--- src/rtl/object_manager.sv ---
// object_manager
// Owns up to five collectable/enemy slots for the display pipeline. Game logic
// spawns and collects objects. Once per video frame (the first cycle vsync is
// low), every live object scrolls left by SPEED, advances its animation frame
// every FRAME_DIV frames, and retires when it would leave the screen. A single
// pending spawn request is serviced on the frame tick.
//
// Ports:
//   vclock       pixel clock, sole clock
//   reset        asynchronous active-high reset, clears all control state
//   vsync        active-low vertical sync, synchronous to vclock
//   spawn        one-cycle spawn request with spawn_type / spawn_vpos
//   collect      one-cycle removal request for slot collect_idx (0..4)
//   p_obj1..5    slot 0..4 packed {frame[2:0], id[1:0], hpos[10:0], vpos[9:0]},
//                zero when the slot is empty
//   obj_count    number of live slots
//   spawn_drop   one-cycle pulse, one cycle after a spawn request is discarded
module object_manager #(
  parameter int SPEED      = 2,
  parameter int FRAME_DIV  = 4,
  parameter int NUM_FRAMES = 6,
  parameter int SPAWN_X    = 1023
) (
  input  logic        vclock,
  input  logic        reset,
  input  logic        vsync,
  input  logic        spawn,
  input  logic [1:0]  spawn_type,
  input  logic [9:0]  spawn_vpos,
  input  logic        collect,
  input  logic [2:0]  collect_idx,
  output logic [25:0] p_obj1,
  output logic [25:0] p_obj2,
  output logic [25:0] p_obj3,
  output logic [25:0] p_obj4,
  output logic [25:0] p_obj5,
  output logic [2:0]  obj_count,
  output logic        spawn_drop
);

  localparam logic [10:0] SPEED_V    = 11'(SPEED);
  localparam logic [3:0]  DIV_LAST   = 4'(FRAME_DIV - 1);
  localparam logic [2:0]  FRAME_LAST = 3'(NUM_FRAMES - 1);
  localparam logic [10:0] SPAWN_XV   = 11'(SPAWN_X);

  // Control state (reset)
  logic        vsync_d;
  logic [3:0]  anim_cnt;
  logic        pending;
  logic [4:0]  valid;

  // Slot and request payload (not reset; qualified by valid / pending)
  logic [2:0]  frame [5];
  logic [1:0]  id    [5];
  logic [10:0] hpos  [5];
  logic [9:0]  vpos  [5];
  logic [1:0]  pend_type;
  logic [9:0]  pend_vpos;

  // Next-state
  logic        tick;
  logic        step;
  logic [4:0]  hit;
  logic [3:0]  anim_nx;
  logic        pending_nx;
  logic        drop_nx;
  logic [4:0]  valid_nx;
  logic [2:0]  frame_nx [5];
  logic [1:0]  id_nx    [5];
  logic [10:0] hpos_nx  [5];
  logic [9:0]  vpos_nx  [5];
  logic [1:0]  pend_type_nx;
  logic [9:0]  pend_vpos_nx;
  logic [2:0]  count_nx;
  logic        found;

  always_comb begin
    tick = vsync_d & ~vsync;
    step = tick && (anim_cnt == DIV_LAST);

    anim_nx = anim_cnt;
    if (tick) anim_nx = step ? 4'd0 : anim_cnt + 4'd1;

    pending_nx   = pending;
    drop_nx      = 1'b0;
    pend_type_nx = pend_type;
    pend_vpos_nx = pend_vpos;
    found        = 1'b0;
    count_nx     = 3'd0;

    for (int i = 0; i < 5; i++) begin
      hit[i]      = collect && (collect_idx == 3'(i));
      valid_nx[i] = valid[i] & ~hit[i];
      frame_nx[i] = frame[i];
      id_nx[i]    = id[i];
      hpos_nx[i]  = hpos[i];
      vpos_nx[i]  = vpos[i];
    end

    // Scroll / animate / expire surviving objects on the frame tick
    if (tick) begin
      for (int i = 0; i < 5; i++) begin
        if (valid[i] && !hit[i]) begin
          if (hpos[i] <= SPEED_V) begin
            valid_nx[i] = 1'b0;
          end else begin
            hpos_nx[i] = hpos[i] - SPEED_V;
            if (step) frame_nx[i] = (frame[i] == FRAME_LAST) ? 3'd0 : frame[i] + 3'd1;
          end
        end
      end
    end

    // Service the pending spawn. A slot freed by this tick's expiry is not
    // eligible, but a slot being collected this cycle is.
    if (tick && pending) begin
      for (int i = 0; i < 5; i++) begin
        if (!found && (!valid[i] || hit[i])) begin
          found       = 1'b1;
          valid_nx[i] = 1'b1;
          frame_nx[i] = 3'd0;
          id_nx[i]    = pend_type;
          hpos_nx[i]  = SPAWN_XV;
          vpos_nx[i]  = pend_vpos;
        end
      end
      if (!found) drop_nx = 1'b1;
      pending_nx = 1'b0;
    end

    // A tick always empties the pending register, so a request arriving on a
    // tick cycle is latched and waits for the following tick.
    if (spawn) begin
      if (!pending || tick) begin
        pending_nx   = 1'b1;
        pend_type_nx = spawn_type;
        pend_vpos_nx = spawn_vpos;
      end else begin
        drop_nx = 1'b1;
      end
    end

    for (int i = 0; i < 5; i++) count_nx = count_nx + {2'b00, valid_nx[i]};
  end

  always_ff @(posedge vclock or posedge reset) begin
    if (reset) begin
      vsync_d    <= 1'b1;
      anim_cnt   <= 4'd0;
      pending    <= 1'b0;
      valid      <= 5'b0;
      obj_count  <= 3'd0;
      spawn_drop <= 1'b0;
    end else begin
      vsync_d    <= vsync;
      anim_cnt   <= anim_nx;
      pending    <= pending_nx;
      valid      <= valid_nx;
      obj_count  <= count_nx;
      spawn_drop <= drop_nx;
    end
  end

  always_ff @(posedge vclock) begin
    pend_type <= pend_type_nx;
    pend_vpos <= pend_vpos_nx;
    for (int i = 0; i < 5; i++) begin
      frame[i] <= frame_nx[i];
      id[i]    <= id_nx[i];
      hpos[i]  <= hpos_nx[i];
      vpos[i]  <= vpos_nx[i];
    end
  end

  assign p_obj1 = valid[0] ? {frame[0], id[0], hpos[0], vpos[0]} : 26'b0;
  assign p_obj2 = valid[1] ? {frame[1], id[1], hpos[1], vpos[1]} : 26'b0;
  assign p_obj3 = valid[2] ? {frame[2], id[2], hpos[2], vpos[2]} : 26'b0;
  assign p_obj4 = valid[3] ? {frame[3], id[3], hpos[3], vpos[3]} : 26'b0;
  assign p_obj5 = valid[4] ? {frame[4], id[4], hpos[4], vpos[4]} : 26'b0;

endmodule

--- config.mk ---
export PLATFORM = sky130hd
export DESIGN_NAME = object_manager
export DESIGN_NICKNAME = d
export VERILOG_FILES = /design/src/rtl/object_manager.sv
export SDC_FILE = /design/constraint.sdc
export NUM_CORES = 1
export LEC_CHECK = 0
export ABC_AREA = 1
export BUFFER_PORTS_ARGS = -buffer_cell sky130_fd_sc_hd__clkbuf_2
export CORE_ASPECT_RATIO = 1.5
export CORE_MARGIN = 2
export CORE_UTILIZATION = 30
export DETAILED_ROUTE_END_ITERATION = 7
export GPL_TIMING_DRIVEN = 0
export HOLD_SLACK_MARGIN = 0.15
export PLACE_DENSITY_LB_ADDON = 0.12
export SLEW_MARGIN = 10
export SYNTH_ARGS = -nofsm -noshare
export SYNTH_HDL_FRONTEND = slang
export SYNTH_SLANG_ARGS = --single-unit
--- constraint.sdc ---
create_clock -name vclock -period 6.2 [get_ports vclock]
set_clock_uncertainty 0.1 [all_clocks]
set_input_delay 1.24 -clock vclock [delete_from_list [all_inputs] [get_ports vclock]]
set_output_delay 1.24 -clock vclock [all_outputs]
set_load 0.01 [all_outputs]
==> results_dict.tcl <==
set metrics [dict create \
    power_frac_comb 0.360 \
    swShare 0.396 \
    grt_use_total 0.161 \
    drt.antenna.violating_nets 0 \
    place_ws_ps 2430 \
    vias 6386 \
    grt_pass1_wl_um 32100 \
    cp-start-kind "primary input" \
    ys.flop_type "edfxtp_1" \
    slew_headroom 0.542 \
    cp_max_fo 10 \
    max-cap-violations 0 \
    synth_area_leaders "edfxtp_1, dfxtp_1, nand2_1" \
    dr.pass1.iters 4 \
    start_util 0.303 \
    clock_latency_ps 430 \
    yosys_warnings 0 \
    avgRoutedWirePerCell_um 13.9 \
    period_minus_slack_ps 3300 \
    die_w_um 133 \
    die_h_um 198 \
    async_flop_share 0.0987 \
    dp.cells 1452 \
    post-cts-setup-buffers 0 \
    drt-initial-drc-count 290 \
    cp.arrival_ps 3510 \
    synth_top_cell_area_share 0.287 \
    synth-edff-count 72 \
    setup_tns_ps 0 \
    antenna_found_initial 0 \
    synth.distinct_cells 39 \
    placed_area_um2 8700 \
    cts-resized-gates 0 \
    synthCells 971 \
    cts_sinks 152 \
    synthAdderAreaFrac 0.0170 \
    final_cells 1484 \
    r2r_slack_ps 3350 \
    holdWs_ps 369 \
    min_path_cells 2 \
    area_growth_pct 23.0 \
    setup_viol 0 \
    hold_buffers 0 \
    cp.required_ps 6410 \
    rsz0062_at_grt "false" \
    vias_per_cell 4.30 \
    p_per_area_nw_per_um2 415 \
    syn_area_um2 7530 \
    yosysTopAreaCell "edfxtp_1" \
    drc 0 \
    grt_max_degree 22 \
    place_congestion 0.823 \
    synth_nets 1000 \
    cts_buffers 17 \
    cts_tree "done" \
    synth_seq_cells 152 \
    synthXorXnorAreaFrac 0.00814 \
    p_seq_frac 0.384 \
    ioPinCount 154 \
    overflow 0 \
    p_int_mw 2.32 \
    antenna_cells 0 \
    ys_seq_area_frac 0.510 \
    drive_above_1_share 0.204 \
    final_area_um2 9260 \
    synth_compound_area_frac 0.0455 \
    synth_top_family_by_area "simple AND/OR/NAND/NOR gates" \
    fmax_mhz 303 \
    wirelength_um 20600 \
    cts-root-buf "clkbuf_16" \
    hold_path.class "register to register" \
    fin_ws_ps 2900 \
    timing.final.crit_share 0.533 \
    clockPowerShare 0.256 \
    io_buffers 153 \
    ir_drop_mv 0.191 \
    clkSlewWorstSetupHoldPaths_ps 60 \
    p_total_mw 3.84 \
    worstMarginPinSlew_ps 687 \
    drv_slew 0 \
    worstSetupPathType "primary input to register" \
    final_nets 1172 \
    max-clock-path-buffers 2 \
    syn_area_per_cell_um2 7.75 \
    grt_pass1_vias 6100 \
    leakage_nw 5.17 \
    htreeDepth 4 \
    core_area_um2 24900 \
    netSwitchingPower_mw 1.52 \
    rows 71 \
    synthMuxAreaShare 0 \
    timing.final.hold_violations 0 \
    die_area_um2 26400 \
    crit_path_end_kind "register" \
    utilization 0.372 \
    dp_hpwl_um 16000 \
    status "complete, no violations" \
    synthSimpleGateAreaFrac 0.282 \
    rr_worst_depth 12 \
]
==> logic make-up after synthesis <==
| family | Yosys count |
|---|---|
| simple gates | 477 |
| buf+inv | 263 |
| flops | 152 |
| compound gates | 63 |
| fa+ha+maj | 9 |
| xor+xnor | 7 |
==> registers in the layout (all words and copies together) (netlist names) <==
register	cells
pend_vpos	10
pend_type	2
vsync_d	1
frame	15
valid	5
obj_count	3
hpos	50
spawn_drop	1
anim_cnt	4
pending	1
vpos	50
id	10
==> power by group through the flow <==
stage	sequential, mW	clock, mW	combinational, mW
after detailed placement	1.50	0	1.41
final	1.48	0.984	1.38
after floorplan	1.44	0	0.917
after CTS	1.48	1.02	1.42
after global routing	1.51	1.06	1.60
after global placement	1.50	0	1.40
==> final cells by class <==
type / instances / area (um^2)
Buffer: 26 / 145
Clock buffer: 20 / 447
Clock inverter: 12 / 103
Fill cell: 2718 / 15600
Inverter: 237 / 890
Multi-Input combinational cell: 556 / 2660
Sequential cell: 152 / 3840
Tap cell: 328 / 410
Timing Repair Buffer: 153 / 766
==> placed cells by master (no fill, tap or decap), types with 3 or more instances in the layout <==
master,synthesis,final
nor2_4,4,4
nor3_1,5,5
buf_6,4,4
clkinvlp_4,0,4
nand4_1,15,15
a22oi_1,3,3
clkbuf_2,0,153
nand3_1,75,75
nor2_1,74,73
nor2_2,7,8
clkinv_2,0,5
inv_2,6,6
buf_2,8,8
o21ai_1,5,5
inv_1,231,231
o211ai_1,4,4
edfxtp_1,72,72
dfrtp_1,14,14
xor2_1,6,6
dfxtp_1,65,65
o21ai_0,28,28
nand2_2,7,7
nand3_2,4,4
clkbuf_1,10,12
nand2_1,276,276
ha_1,7,7
clkbuf_16,0,17
a21oi_1,19,19
==> path summary, 6_finish.rpt <==
path,startpoint,endpoint
min in group asynchronous,reset,anim_cnt[2]
setup / recovery,collect_idx[1],obj_count[1]
hold / removal,frame[0][2],frame[0][2]
setup reg to reg,hpos[0][34],obj_count[1]
hold reg to reg,frame[0][2],frame[0][2]
max in group asynchronous,reset,obj_count[1]
==> cell usage after synthesis, drive strengths merged (2+ instances only) <==
cell type	number
a22oi	3
nand4	16
nor3	6
nand3	81
nor2	87
a21oi	20
dfrtp	14
o211ai	4
nand2	285
buf	16
edfxtp	72
xor2	6
clkbuf	10
o21ai	33
fa	2
inv	237
dfxtp	65
nand3b	2
ha	7
==> worst max-delay path: stages <==
cell and delay (ps):
clkbuf_2 130, nor2_1 190, nand2_2 130, nand3_4 170
nor2_4 70, nand3_2 80, buf_4 180, nand2_1 110
fa_1 490, inv_1 50, fa_1 380, inv_1 70
ha_1 220
==> layer usage <==
layer,up-vias,GRT usage,wire length [um]
li1,3301,-,-
met1,2932,0.189,8800
met2,125,0.285,10500
met3,28,0.0366,833
met4,0,0.0634,500
met5,-,0,0
Note: power is estimated with default switching activity, not from simulation.
